<file path="src/rtl/gate_eval_sched.sv">
// Round-robin arbiter sharing one NOT/AND/OR/XOR evaluator among N_REQ requesters.
// One request in flight: IDLE grants, EVAL counts EVAL_LAT cycles, RESP holds the tagged result.
module gate_eval_sched #(
  parameter int N_REQ    = 4,
  parameter int DATA_W   = 8,
  parameter int EVAL_LAT = 2,
  parameter int ID_W     = 2
) (
  input  logic                    clk,
  input  logic                    rst_n,
  input  logic [N_REQ-1:0]        req_valid,
  output logic [N_REQ-1:0]        req_ready,
  input  logic [2*N_REQ-1:0]      req_op,
  input  logic [DATA_W*N_REQ-1:0] req_a,
  input  logic [DATA_W*N_REQ-1:0] req_b,
  output logic                    rsp_valid,
  input  logic                    rsp_ready,
  output logic [ID_W-1:0]         rsp_id,
  output logic [DATA_W-1:0]       rsp_data,
  output logic                    busy
);
  localparam int CNT_W = (EVAL_LAT > 1) ? $clog2(EVAL_LAT) : 1;

  typedef enum logic [1:0] {IDLE, EVAL, RESP} state_t;

  typedef struct packed {
    logic [1:0]        op;
    logic [DATA_W-1:0] a;
    logic [DATA_W-1:0] b;
  } req_t;

  state_t                state, state_nx;
  logic [ID_W-1:0]       rr_ptr, id_q, gnt_id;
  logic [CNT_W-1:0]      cnt;
  req_t                  cap_q;
  req_t [N_REQ-1:0]      lane;
  logic [DATA_W-1:0]     res_q, res_d;
  logic                  gnt_vld;

  for (genvar i = 0; i < N_REQ; i++) begin : g_lane
    assign lane[i] = {req_op[2*i +: 2], req_a[DATA_W*i +: DATA_W], req_b[DATA_W*i +: DATA_W]};
  end

  // First valid requester at or after rr_ptr, wrapping past N_REQ-1.
  always_comb begin
    logic [ID_W:0] s;
    gnt_vld = 1'b0;
    gnt_id  = '0;
    s       = '0;
    for (int i = 0; i < N_REQ; i++) begin
      s = {1'b0, rr_ptr} + (ID_W+1)'(i);
      if (s >= (ID_W+1)'(N_REQ)) s = s - (ID_W+1)'(N_REQ);
      if (!gnt_vld && req_valid[s[ID_W-1:0]]) begin
        gnt_vld = 1'b1;
        gnt_id  = s[ID_W-1:0];
      end
    end
  end

  always_comb begin
    res_d = '0;
    case (cap_q.op)
      2'b00:   res_d = ~cap_q.a;
      2'b01:   res_d = cap_q.a & cap_q.b;
      2'b10:   res_d = cap_q.a | cap_q.b;
      default: res_d = cap_q.a ^ cap_q.b;
    endcase
  end

  always_comb begin
    state_nx  = state;
    req_ready = '0;
    case (state)
      IDLE: if (gnt_vld) begin
        req_ready[gnt_id] = rst_n;
        state_nx          = EVAL;
      end
      EVAL:    if (cnt == '0) state_nx = RESP;
      RESP:    if (rsp_ready) state_nx = IDLE;
      default: state_nx = IDLE;
    endcase
  end

  always_ff @(posedge clk or negedge rst_n) begin
    if (!rst_n) begin
      state  <= IDLE;
      rr_ptr <= '0;
      cnt    <= '0;
      cap_q  <= '0;
      id_q   <= '0;
      res_q  <= '0;
    end else begin
      state <= state_nx;
      case (state)
        IDLE: if (gnt_vld) begin
          cap_q  <= lane[gnt_id];
          id_q   <= gnt_id;
          rr_ptr <= (gnt_id == ID_W'(N_REQ-1)) ? '0 : gnt_id + 1'b1;
          cnt    <= CNT_W'(EVAL_LAT-1);
        end
        EVAL: if (cnt == '0) res_q <= res_d;
              else           cnt   <= cnt - 1'b1;
        default: ;
      endcase
    end
  end

  assign rsp_valid = (state == RESP);
  assign busy      = (state != IDLE);
  assign rsp_id    = id_q;
  assign rsp_data  = res_q;
endmodule

</file>
<file path="config.mk">
export PLATFORM = sky130hd
export DESIGN_NAME = gate_eval_sched
export DESIGN_NICKNAME = d
export VERILOG_FILES = /design/src/rtl/gate_eval_sched.sv
export SDC_FILE = /design/constraint.sdc
export NUM_CORES = 1
export LEC_CHECK = 0
export BUFFER_PORTS_ARGS = -buffer_cell sky130_fd_sc_hd__clkbuf_2
export CAP_MARGIN = 20
export CELL_PAD_IN_SITES_DETAIL_PLACEMENT = 1
export CELL_PAD_IN_SITES_GLOBAL_PLACEMENT = 1
export CORE_MARGIN = 2
export CORE_UTILIZATION = 33
export CTS_BUF_LIST = sky130_fd_sc_hd__clkbuf_2
export DETAILED_ROUTE_END_ITERATION = 16
export MAX_ROUTING_LAYER = met4
export PLACE_DENSITY = 0.78
export RECOVER_POWER = 25
export SLEW_MARGIN = 30
export SYNTH_ARGS = -nofsm -noshare
export SYNTH_HDL_FRONTEND = slang
export SYNTH_SLANG_ARGS = --single-unit
</file>
<file path="constraint.sdc">
create_clock -name clk -period 1.6 [get_ports clk]
set_input_delay 0.16 -clock clk [delete_from_list [all_inputs] [get_ports clk]]
set_output_delay 0.16 -clock clk [all_outputs]
set_load 0.01 [all_outputs]
</file>
Word-level counts from Yosys, hierarchy flattened
Cells that the tools add are included.
Cells by class
  multiplexer cells: 35
  divide/modulo/power cells: 0
  multipliers: 0
  equal/unequal tests: 8
  shift-type cells: 0
  $lt $le $gt $ge: 10
  reduce and logical (&&, ||, !) cells: 15
  bitwise gates (word level): 6
  $add $sub $neg: 9
Operator list (count)
  18-bit binary-select mux with 2-bit select: 1
  2-bit 2-to-1 mux: 12
  8-bit case mux with 3 select lines: 1
  18-bit 2-to-1 mux: 1
  2-bit by 3-bit < comparator with 1-bit output, second input constant: 5
  1-bit 2-to-1 mux: 11
  3-bit greater-or-equal comparator, second input constant: 3
  8-bit AND: 1
  1-bit binary-select mux with 2-bit select: 4
  4-bit 2-to-1 mux: 2
  8-bit NOT: 1
  8-bit OR: 1
  2-bit by 1-bit subtractor with 2-bit output, second input constant: 4
  8-bit XOR: 1
  2-bit by 2-bit adder with 3-bit output, second input constant: 2
  2-bit == test, second input constant: 3
  2-bit case mux with 3 select lines: 1
  2-bit AND reduction: 3
  4-bit AND: 1
  2-bit by 1-bit == test with 1-bit output, second input constant: 2
  1-bit logical AND: 4
  2-bit zero test: 2
  2-bit != test, second input constant: 2
  2-bit nonzero test: 2
  11 further kinds: 13
Storage, ports and cells
  bits in latches: 0
  memories: 0
  bits of input ports: 79
  output and inout port bits: 16
  bits in read-only memories: 0
  word-level logic and storage cells: 91
  bits in writable memories: 0
  register bits after elaboration: 33

Logic depth before layout (Yosys ltp)
  depth after elaboration: 21
  mapped depth: 9
  depth with buffers taken out: 7

Worst setup path after synthesis
Ideal clock, no wire load.
  path kind: register to output
  start point: register rr_ptr[1]
  end point: output req_ready[3]
  setup slack: -0.087 ns
  required time: 1.440 ns
  cell stages (with the launch flop): 9
  path buffers: 2
  arrival time: 1.527 ns
  cell sequence: dfrtp_1 buf_2 nor3b_1 a21oi_1 nand2_1 buf_2 inv_1 ha_1 and3_1
Between the ends
  word-level cells in the longest chain between the ends: 21
Ends and longest elaborated chain
  start, declared: line 33  | logic [ID_W-1:0] rr_ptr, id_q, gnt_id;
  start signal, assigned: line 98  | rr_ptr <= (gnt_id == ID_W'(N_REQ-1)) ? '0 : gnt_id + 1'b1;
  branches (longest 19 deep; another with 2-bit by 1-bit adder with 3-bit output)
  4-bit 2-to-1 mux (*): line 74  | IDLE: if (gnt_vld) begin
  4-bit 2-to-1 mux (*): line 73  | case (state)
  end, declared: line 12  | output logic [N_REQ-1:0] req_ready,
Mark *: on every way between the ends. The select of a mux whose other input is x is not followed.

Final worst setup path
  start point: register rr_ptr[0]
  end point: output req_ready[3]
The elaborated chain is that of the path after synthesis.

==> results.md <==
* Outcome: finished, violations left
* Failing checks: negative setup slack
* Post-Syn Nets at approximately 350
* Via count at between 2,000 and 2,500
* Boundary pin count at 95
* Area leader, netlist: dfrtp_1
* Worst-Skew Late Latency at between 400 and 500 ps
* Cell Area, Synth at 0.00234 mm²
* Initial DRC count at 61
* Most frequent cells in the layout: clkbuf_2, dfrtp_1, nand2_1
* Ys Warns at 0
* Fin crit period at 2070 ps
* Row cnt at 30
* H-tree Lvls at 2
* Final hold violations at 0
* Most common cell after layout, fill and taps aside: clkbuf_2
* Core Footprint at ~0.0068 mm²
* Pint at roughly 3.8 mW
* Clk buf depth at 2
* Startpoint types: flop
* Drt via density at 5.35
* PD cells at approximately 1900 mW/mm²
* Mapped Cells at 249
* Syn_area_per_cell at around 9.4 µm²
* Critical path type: flop to primary output
* Hold slack at approximately 16 ps
* Seq pwr share at 25.3%
* Antenna Nets Post-Route at 0
* Leakage at roughly 1.8 nW
* Layout cells sized above 1 at 49.1%
* Final core utilization at 52.9%
* Register bit total from synthesis at 33
* TritonCTS clock tree: done
* Clk sinks at 33
* Drt first pass iters at 4
* Routed WL at 9190 µm
* Largest net degree at the start of global routing at 32
* Nature of the critical path endpoint: primary output
* HP Class: primary input to flop
* Die area at 0.00780 mm²
* Max-cap violations at 0
* Diodes inserted at 0
* Clk pwr share at 8.6%
* Fmax at approximately 480 MHz
* Total track usage at 23.6%
* Register area share after synthesis at between 30% and 40%
* Cell variety after synth at 33
* Clk slew on worst S/H paths at ~200 ps
* Count of input and output buffers at 94
* Final setup fails at 22
* Detailed-route DRC error count at 0
* Layout Nets at 466
* Initial antenna violation count at 0
* Combinational power share at 66.1%
* Switch share at a little under half
* Fin crit share at 130%
* Routed wire length per instance at 19.7 µm
* GR Overflow Total at 0
* DP Wirelength at 5690 µm
* Maximum vdd drop at about 740 µV
* CTS root buf: clkbuf_2
* Die Span X at 88.3 µm
* Rel. slew slack at roughly 42%
* Initial Util at 34.3%
* Area share of the largest cell type after synthesis at 35.2%
* Die span in y at 88.3 µm
* Vias in the first global route at between 2,000 and 3,000
* Worst-Margin Slew at approximately 870 ps
* RSZ-0062 raised after global routing: yes
* First-pass GRT wire length at 13,400 µm
* Setup ws final at -472 ps
* Post-Place Setup Slack at -183 ps
* Slew Viols, Final at 0
* Clock skew at roughly 19 ps
* Fin Setup TNS at -6480 ps
* Switch Pwr at between 3 and 4 mW
* Crit Path Max Fanout at 4
* CTS buffer count at 5
* Final GP Congestion at 0.811
* Synth area leaders: dfrtp_1, ha_1, mux2i_1
* Arrival time at the worst endpoint at 1910 ps
* Synth-to-Final Area Change at 54.2%
* CP required at around 1400 ps
## per-stage QoR
stage | instances | power (mW) | area, µm²
6_report | 467 | 6.97 | 3620
5_1_grt | 467 | 7.50 | 3620
4_1_cts | 468 | 6.36 | 3420
3_5_place_dp | 443 | 5.08 | 3010
3_3_place_gp | 443 | 4.86 | 3010
2_1_floorplan | 249 | 3.92 | 2360
## state kept, by name, summed over array words and instances, names as in the netlist
register,cells
cnt,1
rsp_data,8
rr_ptr,2
rsp_id,2
state,2
cap_q,18
## critical path, stage by stage (launching register included)
cell,delay [ps]
dfrtp_2,490
buf_4,160
nor3b_4,210
a21oi_2,70
nand2_2,90
inv_2,50
ha_2,180
and3_4,150
buf_6,110
## cell usage after synthesis, drive strengths merged
cell / instances
and4: 1
o211ai: 2
or2: 3
dfrtp: 33
nor3: 1
o22ai: 18
inv: 27
a21oi: 7
o211a: 1
nand2: 33
ha: 17
a221oi: 18
mux2i: 19
o21ai: 11
buf: 13
and3: 3
o21a: 1
nor2: 23
a21o: 1
nor3b: 1
mux4: 6
nand2b: 3
nor4: 1
a2bb2oi: 1
clkbuf: 3
a21boi: 1
a211o: 1
## power groups by stage
stage	clock (mW)	sequential [mW]	combinational, mW
floorplan	0	1.60	2.32
global placement	0	1.71	3.15
detailed placement	0	1.75	3.33
CTS	0.583	1.73	4.04
global route	0.631	1.83	5.03
finish	0.597	1.76	4.61
## metal layers
metal	wire, µm	track usage [%]	vias up
met5	0	-	-
met4	312	11.4	0
met3	490	5.32	29
met2	4600	38.3	109
met1	3790	27.6	1229
li1	-	-	1131
## timing repair
item                                    in CTS  in global routing
pin swaps                                   19                 25
hold buffers                                 2                  0
buffers inserted                            19                  3
cloned                                       2                  0
endpoints found under the setup margin      23                 27
hold endpoints to repair                    34                  0
resized for setup                           44                 33
## final cells by class
class	count	area, µm²
well taps	96	120
clock buffers	6	30.0
flip-flops and latches	33	828
clock inverters	2	33.8
fillers	821	3220
multi-input cells	173	1610
inverters	27	101
repair buffers	130	888
## path summary, 6_finish.rpt
check                                        start                 endpoint  slack [ps]  cells after the start
min in group asynchronous                    rst_n    rr_ptr[0]$_DFFE_PN0P_         200                      2
min                                       req_b[1]     cap_q[1]$_DFFE_PN0P_          20                      3
max                          rr_ptr[0]$_DFFE_PN0P_             req_ready[3]        -470                      8
max reg2reg                  rr_ptr[1]$_DFFE_PN0P_    cap_q[15]$_DFFE_PN0P_        -370                      8
max in group asynchronous                    rst_n     cap_q[8]$_DFFE_PN0P_         200                      3
min reg2reg                rsp_data[0]$_DFFE_PN0P_  rsp_data[0]$_DFFE_PN0P_         510                      2
## kinds of logic (layout without fill, tap and decap cells)
kind of cell,Yosys count,after routing,share of synthesized area [%]
multiplexers,25,25,13.9
AO/OA/AOI/OAI,62,62,20.5
flip-flops,33,33,35.2
AND/OR/NAND/NOR,69,69,12.9
adder cells (fa/ha/maj),17,17,9.07
buffers and inverters,43,165,8.38
Note: power is estimated with default switching activity, not from simulation.
